--- src/rtl/equalization_table_builder_pkg.sv ---
// Shared definitions for the histogram-equalization table builder.
// Holds the bus geometry, lane layout, FSM state encoding and default
// scratch-SRAM base addresses used by the top and its lane multiplier.
package equalization_table_builder_pkg;

  localparam int AddressSize = 16;
  localparam int DataBusSize = 128;
  localparam int LaneCount   = 4;
  localparam int LaneWidth   = 32;

  localparam logic [14:0] DefaultCountBase     = 15'h040;
  localparam logic [14:0] DefaultEqualizedBase = 15'h000;

  localparam logic [1:0] StIdle  = 2'd0;
  localparam logic [1:0] StRead  = 2'd1;
  localparam logic [1:0] StDrain = 2'd2;
  localparam logic [1:0] StDone  = 2'd3;

endpackage

--- src/rtl/equalization_table_builder_eq_scale_lane.sv ---
// Purpose: map one cumulative bin count to an 8-bit equalized level.
// Latency: combinational; Backpressure: none (pure function of cdf_i).
// Ports: cdf_i = cumulative count for the bin, eq_o = equalized level.
module eq_scale_lane
  import equalization_table_builder_pkg::*;
#(
  parameter int          CdfWidth = 19,
  parameter logic [31:0] Scale    = 32'd3565159
) (
  input  logic [CdfWidth-1:0] cdf_i,
  output logic [7:0]          eq_o
);

  localparam int ProdWidth = CdfWidth + LaneWidth;

  logic [ProdWidth-1:0] prod;

  // Scale is 2^32*255/TotalPixels, so bits [39:32] are the level; any bit
  // above 39 means the count overflowed the image size and the level clips.
  assign prod = ProdWidth'(cdf_i) * ProdWidth'(Scale);
  assign eq_o = (|prod[ProdWidth-1:40]) ? 8'hFF : prod[39:32];

endmodule

--- src/rtl/equalization_table_builder.sv ---
// Purpose: read a 256-bin histogram from scratch SRAM, build the CDF and
//          write back a 256-entry equalization table (16 bytes per word).
// Latency: 64 reads on consecutive cycles; table word w written 2 cycles
//          after histogram word 4w+3 is sampled; flag rises after write 16.
// Backpressure: none; Control[0] low or reset aborts and zeroes outputs.
// Ports: clock/reset (sync, active high), Control[0]=run, Control[1]=bank,
//        ReadAddressScratch/ReadBusScratch = histogram read port (1-cycle),
//        WriteAddressScratch/WriteBusScratch/WriteEnableScratch = table write,
//        flag = run complete.
module equalization_table_builder
  import equalization_table_builder_pkg::*;
#(
  parameter logic [14:0] CountBaseAddress     = DefaultCountBase,
  parameter logic [14:0] EqualizedBaseAddress = DefaultEqualizedBase,
  parameter logic [18:0] TotalPixels          = 19'd307200,
  parameter logic [31:0] Scale                = 32'd3565159
) (
  input  logic                   clock,
  input  logic                   reset,
  input  logic [1:0]             Control,
  output logic [AddressSize-1:0] ReadAddressScratch,
  input  logic [DataBusSize-1:0] ReadBusScratch,
  output logic [AddressSize-1:0] WriteAddressScratch,
  output logic [DataBusSize-1:0] WriteBusScratch,
  output logic                   WriteEnableScratch,
  output logic                   flag
);

  // Accumulator is just wide enough to count every pixel of the image.
  localparam int CdfWidth = $clog2(int'(TotalPixels) + 1);

  logic [1:0]             state_q, state_d;
  logic [5:0]             rd_idx_q, rd_idx_d;
  logic                   rd_vld_q, rd_vld_d;
  logic [AddressSize-1:0] rd_addr_q, rd_addr_d;

  logic                                 smp_vld_q, smp_vld_d;
  logic [1:0]                           smp_idx_q, smp_idx_d;
  logic [LaneCount-1:0][CdfWidth-1:0]   smp_lane_q, smp_lane_d;

  logic [CdfWidth-1:0]    cdf_q, cdf_d;
  logic [DataBusSize-1:0] grp_q, grp_d;
  logic                   grp_full_q, grp_full_d;

  logic [4:0]             wr_cnt_q, wr_cnt_d;
  logic                   wr_en_q, wr_en_d;
  logic [AddressSize-1:0] wr_addr_q, wr_addr_d;
  logic [DataBusSize-1:0] wr_dat_q, wr_dat_d;

  logic [LaneCount-1:0][CdfWidth-1:0] cdf_lane;
  logic [LaneCount-1:0][7:0]          eq_lane;

  logic [AddressSize-1:0] rd_base;
  logic [AddressSize-1:0] wr_base;
  logic                   unused_lane_hi;

  assign rd_base = {Control[1], CountBaseAddress};
  assign wr_base = {Control[1], EqualizedBaseAddress};

  // Lane counts beyond the accumulator width are dropped on purpose.
  always_comb begin
    unused_lane_hi = 1'b0;
    for (int n = 0; n < LaneCount; n++) begin
      unused_lane_hi ^= ^ReadBusScratch[n*LaneWidth+CdfWidth +: LaneWidth-CdfWidth];
    end
  end

  // Running sum in lane order: each lane's CDF includes its own bin.
  always_comb begin
    logic [CdfWidth-1:0] acc;
    acc = cdf_q;
    for (int n = 0; n < LaneCount; n++) begin
      acc         = acc + smp_lane_q[n];
      cdf_lane[n] = acc;
    end
  end

  for (genvar n = 0; n < LaneCount; n++) begin : g_lane
    eq_scale_lane #(
      .CdfWidth(CdfWidth),
      .Scale   (Scale)
    ) u_lane (
      .cdf_i(cdf_lane[n]),
      .eq_o (eq_lane[n])
    );
  end

  always_comb begin
    state_d    = state_q;
    rd_idx_d   = rd_idx_q;
    rd_vld_d   = 1'b0;
    rd_addr_d  = rd_addr_q;
    cdf_d      = cdf_q;
    grp_d      = grp_q;
    wr_cnt_d   = wr_cnt_q;
    wr_addr_d  = wr_addr_q;
    wr_dat_d   = wr_dat_q;

    case (state_q)
      StIdle: begin
        state_d   = StRead;
        rd_idx_d  = 6'd0;
        rd_vld_d  = 1'b1;
        rd_addr_d = rd_base;
      end
      StRead: begin
        rd_idx_d  = rd_idx_q + 6'd1;
        rd_vld_d  = 1'b1;
        rd_addr_d = rd_base + AddressSize'(rd_idx_d);
        if (rd_idx_q == 6'd62) state_d = StDrain;
      end
      StDrain: begin
        if (wr_cnt_q == 5'd16) state_d = StDone;
      end
      default: ;
    endcase

    // Stage 1: capture the read data one cycle after its address.
    smp_vld_d = rd_vld_q;
    smp_idx_d = rd_idx_q[1:0];
    for (int n = 0; n < LaneCount; n++) begin
      smp_lane_d[n] = ReadBusScratch[n*LaneWidth +: CdfWidth];
    end

    // Stage 2: accumulate and place the four levels into the group word.
    grp_full_d = smp_vld_q && (smp_idx_q == 2'd3);
    if (smp_vld_q) begin
      cdf_d = cdf_lane[LaneCount-1];
      for (int n = 0; n < LaneCount; n++) begin
        grp_d[(int'(smp_idx_q)*LaneCount + n)*8 +: 8] = eq_lane[n];
      end
    end

    // Stage 3: a completed group becomes one table write.
    wr_en_d = grp_full_q;
    if (grp_full_q) begin
      wr_dat_d  = grp_q;
      wr_addr_d = wr_base + AddressSize'(wr_cnt_q[3:0]);
      wr_cnt_d  = wr_cnt_q + 5'd1;
    end

    // Dropping run enable abandons everything in flight.
    if (!Control[0]) begin
      state_d    = StIdle;
      rd_idx_d   = '0;
      rd_vld_d   = 1'b0;
      rd_addr_d  = '0;
      smp_vld_d  = 1'b0;
      smp_idx_d  = '0;
      smp_lane_d = '0;
      cdf_d      = '0;
      grp_d      = '0;
      grp_full_d = 1'b0;
      wr_cnt_d   = '0;
      wr_en_d    = 1'b0;
      wr_addr_d  = '0;
      wr_dat_d   = '0;
    end
  end

  always_ff @(posedge clock) begin
    if (reset) begin
      state_q    <= StIdle;
      rd_idx_q   <= '0;
      rd_vld_q   <= 1'b0;
      rd_addr_q  <= '0;
      smp_vld_q  <= 1'b0;
      smp_idx_q  <= '0;
      smp_lane_q <= '0;
      cdf_q      <= '0;
      grp_q      <= '0;
      grp_full_q <= 1'b0;
      wr_cnt_q   <= '0;
      wr_en_q    <= 1'b0;
      wr_addr_q  <= '0;
      wr_dat_q   <= '0;
    end else begin
      state_q    <= state_d;
      rd_idx_q   <= rd_idx_d;
      rd_vld_q   <= rd_vld_d;
      rd_addr_q  <= rd_addr_d;
      smp_vld_q  <= smp_vld_d;
      smp_idx_q  <= smp_idx_d;
      smp_lane_q <= smp_lane_d;
      cdf_q      <= cdf_d;
      grp_q      <= grp_d;
      grp_full_q <= grp_full_d;
      wr_cnt_q   <= wr_cnt_d;
      wr_en_q    <= wr_en_d;
      wr_addr_q  <= wr_addr_d;
      wr_dat_q   <= wr_dat_d;
    end
  end

  assign ReadAddressScratch  = rd_addr_q;
  assign WriteAddressScratch = wr_addr_q;
  assign WriteBusScratch     = wr_dat_q;
  assign WriteEnableScratch  = wr_en_q;
  assign flag                = (state_q == StDone);

endmodule

--- config.mk ---
export PLATFORM = sky130hd
export DESIGN_NAME = equalization_table_builder
export DESIGN_NICKNAME = d
export VERILOG_FILES = /design/src/rtl/equalization_table_builder_pkg.sv /design/src/rtl/equalization_table_builder_eq_scale_lane.sv /design/src/rtl/equalization_table_builder.sv
export SDC_FILE = /design/constraint.sdc
export NUM_CORES = 2
export LEC_CHECK = 0
export CAP_MARGIN = 20
export CORE_UTILIZATION = 40
export DETAILED_ROUTE_END_ITERATION = 6
export GPL_ROUTABILITY_DRIVEN = 0
export PLACE_DENSITY = 0.66
export SYNTH_ARGS = -nofsm -noshare
export SYNTH_HDL_FRONTEND = slang
export SYNTH_SLANG_ARGS = --single-unit
--- constraint.sdc ---
create_clock -name clock -period 13.2 [get_ports clock]
set_input_delay 2.64 -clock clock [delete_from_list [all_inputs] [get_ports clock]]
set_output_delay 2.64 -clock clock [all_outputs]
set_load 0.03 [all_outputs]
== Word level (Yosys, flattened, before mapping) ==
Index checks and enable logic that the tools add are counted.

* Register bits after elaboration: 402
* Input port bits: 132
* Output and inout bits: 162
* Logic and storage cells: 74

* Add/sub/neg operators: 15
* Multipliers: 4
* Eq/ne operators: 8
* Shifts and indexed selects: 8
* Mux-type cells: 14
* Bitwise gates (word level): 1
* Reduce and logical (&&, ||, !) cells: 7

{| class="wikitable"
|+ Operator list
! cell !! count
|-
| $bwmux W128 || 4
|-
| $shift A8 B33 Y128 const A || 4
|-
| $shiftx A8 B33 Y128 || 4
|-
| $mul A19 B22 Y41 const B || 4
|-
| $neg A8 Y33 || 3
|-
| $add A19 B19 Y19 || 4
|-
| $neg A7 Y33 || 1
|-
| $mux W8 || 4
|-
| $pmux W16 S2 || 1
|-
| $add A16 B4 Y16 || 1
|-
| $add A16 B6 Y16 || 1
|-
| $pmux W6 S2 || 1
|-
| $add A4 B2 Y5 const B || 2
|-
| $add A6 B1 Y6 const B || 1
|-
| $eq A2 B2 Y1 const B || 3
|-
| $eq A6 B6 Y1 const B || 1
|-
| $pmux W2 S3 || 1
|-
| $add A4 B1 Y5 const B || 1
|-
| $add A5 B1 Y5 const B || 1
|-
| $eq A5 B5 Y1 const B || 1
|-
| $mux W2 || 2
|-
| $ne A2 B2 Y1 const B || 2
|-
| $reduce_or A2 Y1 || 2
|-
| $reduce_and A3 Y1 || 1
|-
| other kinds (7) || 7
|}

== Logic depth before layout (Yosys ltp) ==
* Word-level depth: 8
* Gate-level depth with buffers: 52
* Mapped depth without buffers: 51

== Hierarchy ==
A second synthesis with hierarchy kept.

* Cell total of the unflattened synthesis: 4404
* Area, all modules: 42622.1 um^2

{| class="wikitable"
|+ Modules (own cells, without submodules)
! module !! instances !! cells each !! area each (um^2) !! seq. area each (um^2)
|-
| equalization_table_builder || 1 || 1671 || 16019.1 || 7547.2
|-
| eq_scale_lane (g_lane[1].u_lane ...) || 2 || 683 || 6730.2 || 0.0
|-
| eq_scale_lane (g_lane[3].u_lane) || 1 || 699 || 6643.9 || 0.0
|-
| eq_scale_lane (g_lane[0].u_lane) || 1 || 668 || 6498.7 || 0.0
|}

== Worst setup path before layout ==
OpenSTA, ideal clock, no wires.

* Path kind: flip-flop to flip-flop
* From: register smp_lane_q[0] (netlist bit)
* To: register grp_q[29]
* Library setup time: 0.117 ns
* Arrival time: 11.945 ns
* Required time: 13.083 ns
* Slack: 1.139 ns
* Cell stages (with the launch flop): 47
* Buffers on the path: 0
* Period minus slack after synthesis: 12.061 ns
* Cells stage by stage: dfxtp_1 > ha_1 > fa_1 > a21oi_2 > nor2_1 > a311oi_2 > a21oi_2 > a21o_1 > a21oi_1 > xnor2_1 > ha_1 > and3_1 > a21oi_1 > nand2_1 > a21oi_1 > ha_1 > xor2_1 > ha_1 > [... 11 more ...] > fa_1 > fa_1 > inv_1 > fa_1 > inv_1 > fa_1 > inv_1 > ha_1 > a21oi_1 > o21ai_0 > a211oi_2 > o21ai_1 > a2111oi_4 > o31ai_4 > a2111oi_4 > o21ai_2 > a21o_1 > a22o_1

{| class="wikitable"
|+ RTL lines
! what !! line !! text
|-
| start: declaration || equalization_table_builder.sv:39 || <nowiki>logic [LaneCount-1:0][CdfWidth-1:0] smp_lane_q, smp_lane_d;</nowiki>
|-
| start signal: assignment || equalization_table_builder.sv:184 || <nowiki>smp_lane_q <= smp_lane_d;</nowiki>
|-
| end signal: assignment || equalization_table_builder.sv:186 || <nowiki>grp_q <= grp_d;</nowiki>
|-
| end: declaration || equalization_table_builder.sv:42 || <nowiki>logic [DataBusSize-1:0] grp_q, grp_d;</nowiki>
|}

==> results by group <==
Flow run
  • Max_cap viols: 0

Global route
  • Global-route wire length before repair: 166 mm
  • Grt peak-use layer: met2
  • Met3 usage: 0.0220
  • Met1 Track Usage GR: 0.268
  • GR Util met2: 0.364
  • Global Route Usage Sum: 0.207
  • Initial antenna violation count: 4
  • Grt ovf: 0
  • Largest net degree at the start of global routing: 87
  • Vias in the first global route: roughly 30k

Worst setup path
  • Worst setup EP type: flip-flop
  • CP endpoint: grp_q[93]
  • Worst Path Arrival: approximately 13 ns
  • WP depth: 50
  • Reg2reg setup slack: 0.60 ns
  • Beginning of the critical path: cdf_q[0]
  • Max stage delay on crit path: 0.56 ns
  • Most frequent cell on the critical path: fa_1
  • Critical path peak fanout: 9
  • R2r startpoint: cdf_q[0]
  • Worst Path Required: 13.71 ns
  • R2R Path End: grp_q[93]
  • Top delay family on crit path: compound AO/OA/AOI/OAI gates
  • Buf+Inv Stages, Crit Path: 5
  • Worst R2R Path Depth: 50
  • Critical path startpoint category: flip-flop
  • Kind of critical path: reg2reg
  • Worst path slowest cell: fa_1

STA
  • Slew @ Worst Pin: between 1 and 1.5 ns
  • Setup Skew: ~0.063 ns
  • Setup slack after layout: 0.603 ns
  • Minimum clock period: 12.60 ns
  • Ratio of final minimum period to clock period: 0.954
  • Max Freq: 79.4 MHz
  • Max-slew violations: 0
  • Final Setup Violations: 0
  • Final Hold Vio Count: 0
  • Slew headroom: 0.279

Floorplan
  • FP Rows: 117
  • Die width: 322 um
  • Initial Util: 0.404
  • Total die area: 104000 um2
  • Die H: 322 um
  • I/O pin cnt: 294
  • CORE AREA: a little over 100000 um2

Logic synthesis
  • Post-synth EDFFs: 0
  • Top_reg_cell synth: dfxtp_1
  • Mean Syn Cell Area: 9.83 um2
  • Cell Area, Synth: 41100 um2
  • Async SR Flop Fraction: 0
  • Post-synth cell types: 78
  • Largest area contributor in the netlist: fa_1
  • Synth Register Bits: 377
  • Top cells by area, synth: fa_1, ha_1, dfxtp_1
  • Share of the synthesized area in the top cell type: 0.274
  • Synthesis Warnings: 0
  • Mapped Cells: 4179
  • Most frequent cell after synthesis: inv_1
  • Top cells by count, synth: inv_1, ha_1, fa_1
  • Register area share after synthesis: 0.184

Drt
  • Initial DRC count: approximately 1.4k
  • Vias per cell: 4.90
  • DRT Pass-1 Iters: 6
  • Wire per inst: 18.0 um
  • Vias: 28.6k
  • # DRC: 0
  • Post-Route WL: 105 mm
  • Post-route antenna net violation count: 0

Worst hold path
  • Type of the tightest min-delay check: reg2reg

Clock network
  • Skew-Pair Late Insertion Delay: around 0.63 ns
  • CTS buffer count: 43
  • CTS H-tree depth: 2
  • Clock Path Buffers: 3
  • TritonCTS clock tree: yes
  • # hold bufs at CTS: 0
  • Reg clk slew, reported paths: 0.06 ns
  • Clock tree root buffer cell: clkbuf_16
  • Num Clock Sinks: 377

Status
  • Status: finished clean

Place
  • I/O Buffers: roughly 220
  • Hpwl dp: 88.9 mm
  • Post-place setup slack: 0.196 ns
  • Placed inst area: approximately 45000 um2

Cells and area
  • Area grow syn2layout: 13.8%
  • Share of layout cells above drive strength 1: 0.0432
  • Cell area after layout: 46800 um2
  • NumNets Final: 5855
how the worst min path moves through the flow:
stage / start / end / slack, ns / cells past startpoint
6_report: rd_vld_q / smp_vld_q / 0.43 / 1
5_1_grt: rd_vld_q / smp_vld_q / 0.46 / 1
4_1_cts: rd_vld_q / smp_vld_q / 0.43 / 1
3_5_place_dp: rd_vld_q / smp_vld_q / 0.42 / 1
3_3_place_gp: rd_vld_q / smp_vld_q / 0.41 / 1
2_1_floorplan: rd_vld_q / smp_vld_q / 0.41 / 1
flip-flops by register name, summed over array words and instances (netlist names):
register	count
WriteBusScratch	128
grp_q	128
smp_lane_q	76
cdf_q	19
WriteAddressScratch	5
rd_idx_q	5
wr_cnt_q	5
ReadAddressScratch	3
smp_idx_q	2
state_q	2
WriteEnableScratch	1
grp_full_q	1
rd_vld_q	1
smp_vld_q	1
stage by stage:
step | TNS (ns) | cells | utilization | hold slack (ns)
global route | -0.336 | 5841 | 0.459 | 0.461
floorplan | 0 | 4197 | - | 0.406
global placement | 0 | 5758 | 0.444 | 0.406
detailed placement | 0 | 5758 | 0.444 | 0.417
finish | 0 | 5844 | 0.460 | 0.430
CTS | 0 | 5837 | 0.458 | 0.432
layout make-up:
cell class,count,area (um2)
flip-flops and latches,377,7550
fillers,9541,55000
diodes,5,12.5
repair buffers,282,2670
clock buffers,57,1210
inverters,951,3570
well taps,1368,1710
multi-input cells,2782,29800
clock inverters,22,277
logic make-up after synthesis:
family | after synthesis | synth area share
simple gates | 681 | 0.0779
flops | 377 | 0.184
other cells | 1 | 0.0000913
xor+xnor | 124 | 0.0270
buf+inv | 1038 | 0.0967
fa+ha+maj | 1286 | 0.495
compound gates | 521 | 0.0832
mux | 151 | 0.0368
layer usage:
metal	part of all wire	vias to the layer above
li1	-	13800
met1	0.43	14100
met2	0.50	580
met3	0.047	115
met4	0.028	0
met5	0	-
timing repair:
action / in CTS / in global routing
setup endpoints to repair: 0 / 32
resized for setup: 0 / 21
hold endpoints to repair: 0 / 0
setup buffers: 0 / 2
placed cells by master, fill, tap and decap left out, drive strengths merged, types with 75 or more instances in the layout:
cell	instances
fa	563
nor2	244
o21ai	147
ha	723
mux2i	150
a21oi	139
nand2	164
xnor2	75
and2	87
dfxtp	377
clkdlybuf4s50	222
inv	962
Power is not shown: default switching activity piles up to over one toggle a cycle in this logic, so the estimate is an artifact.
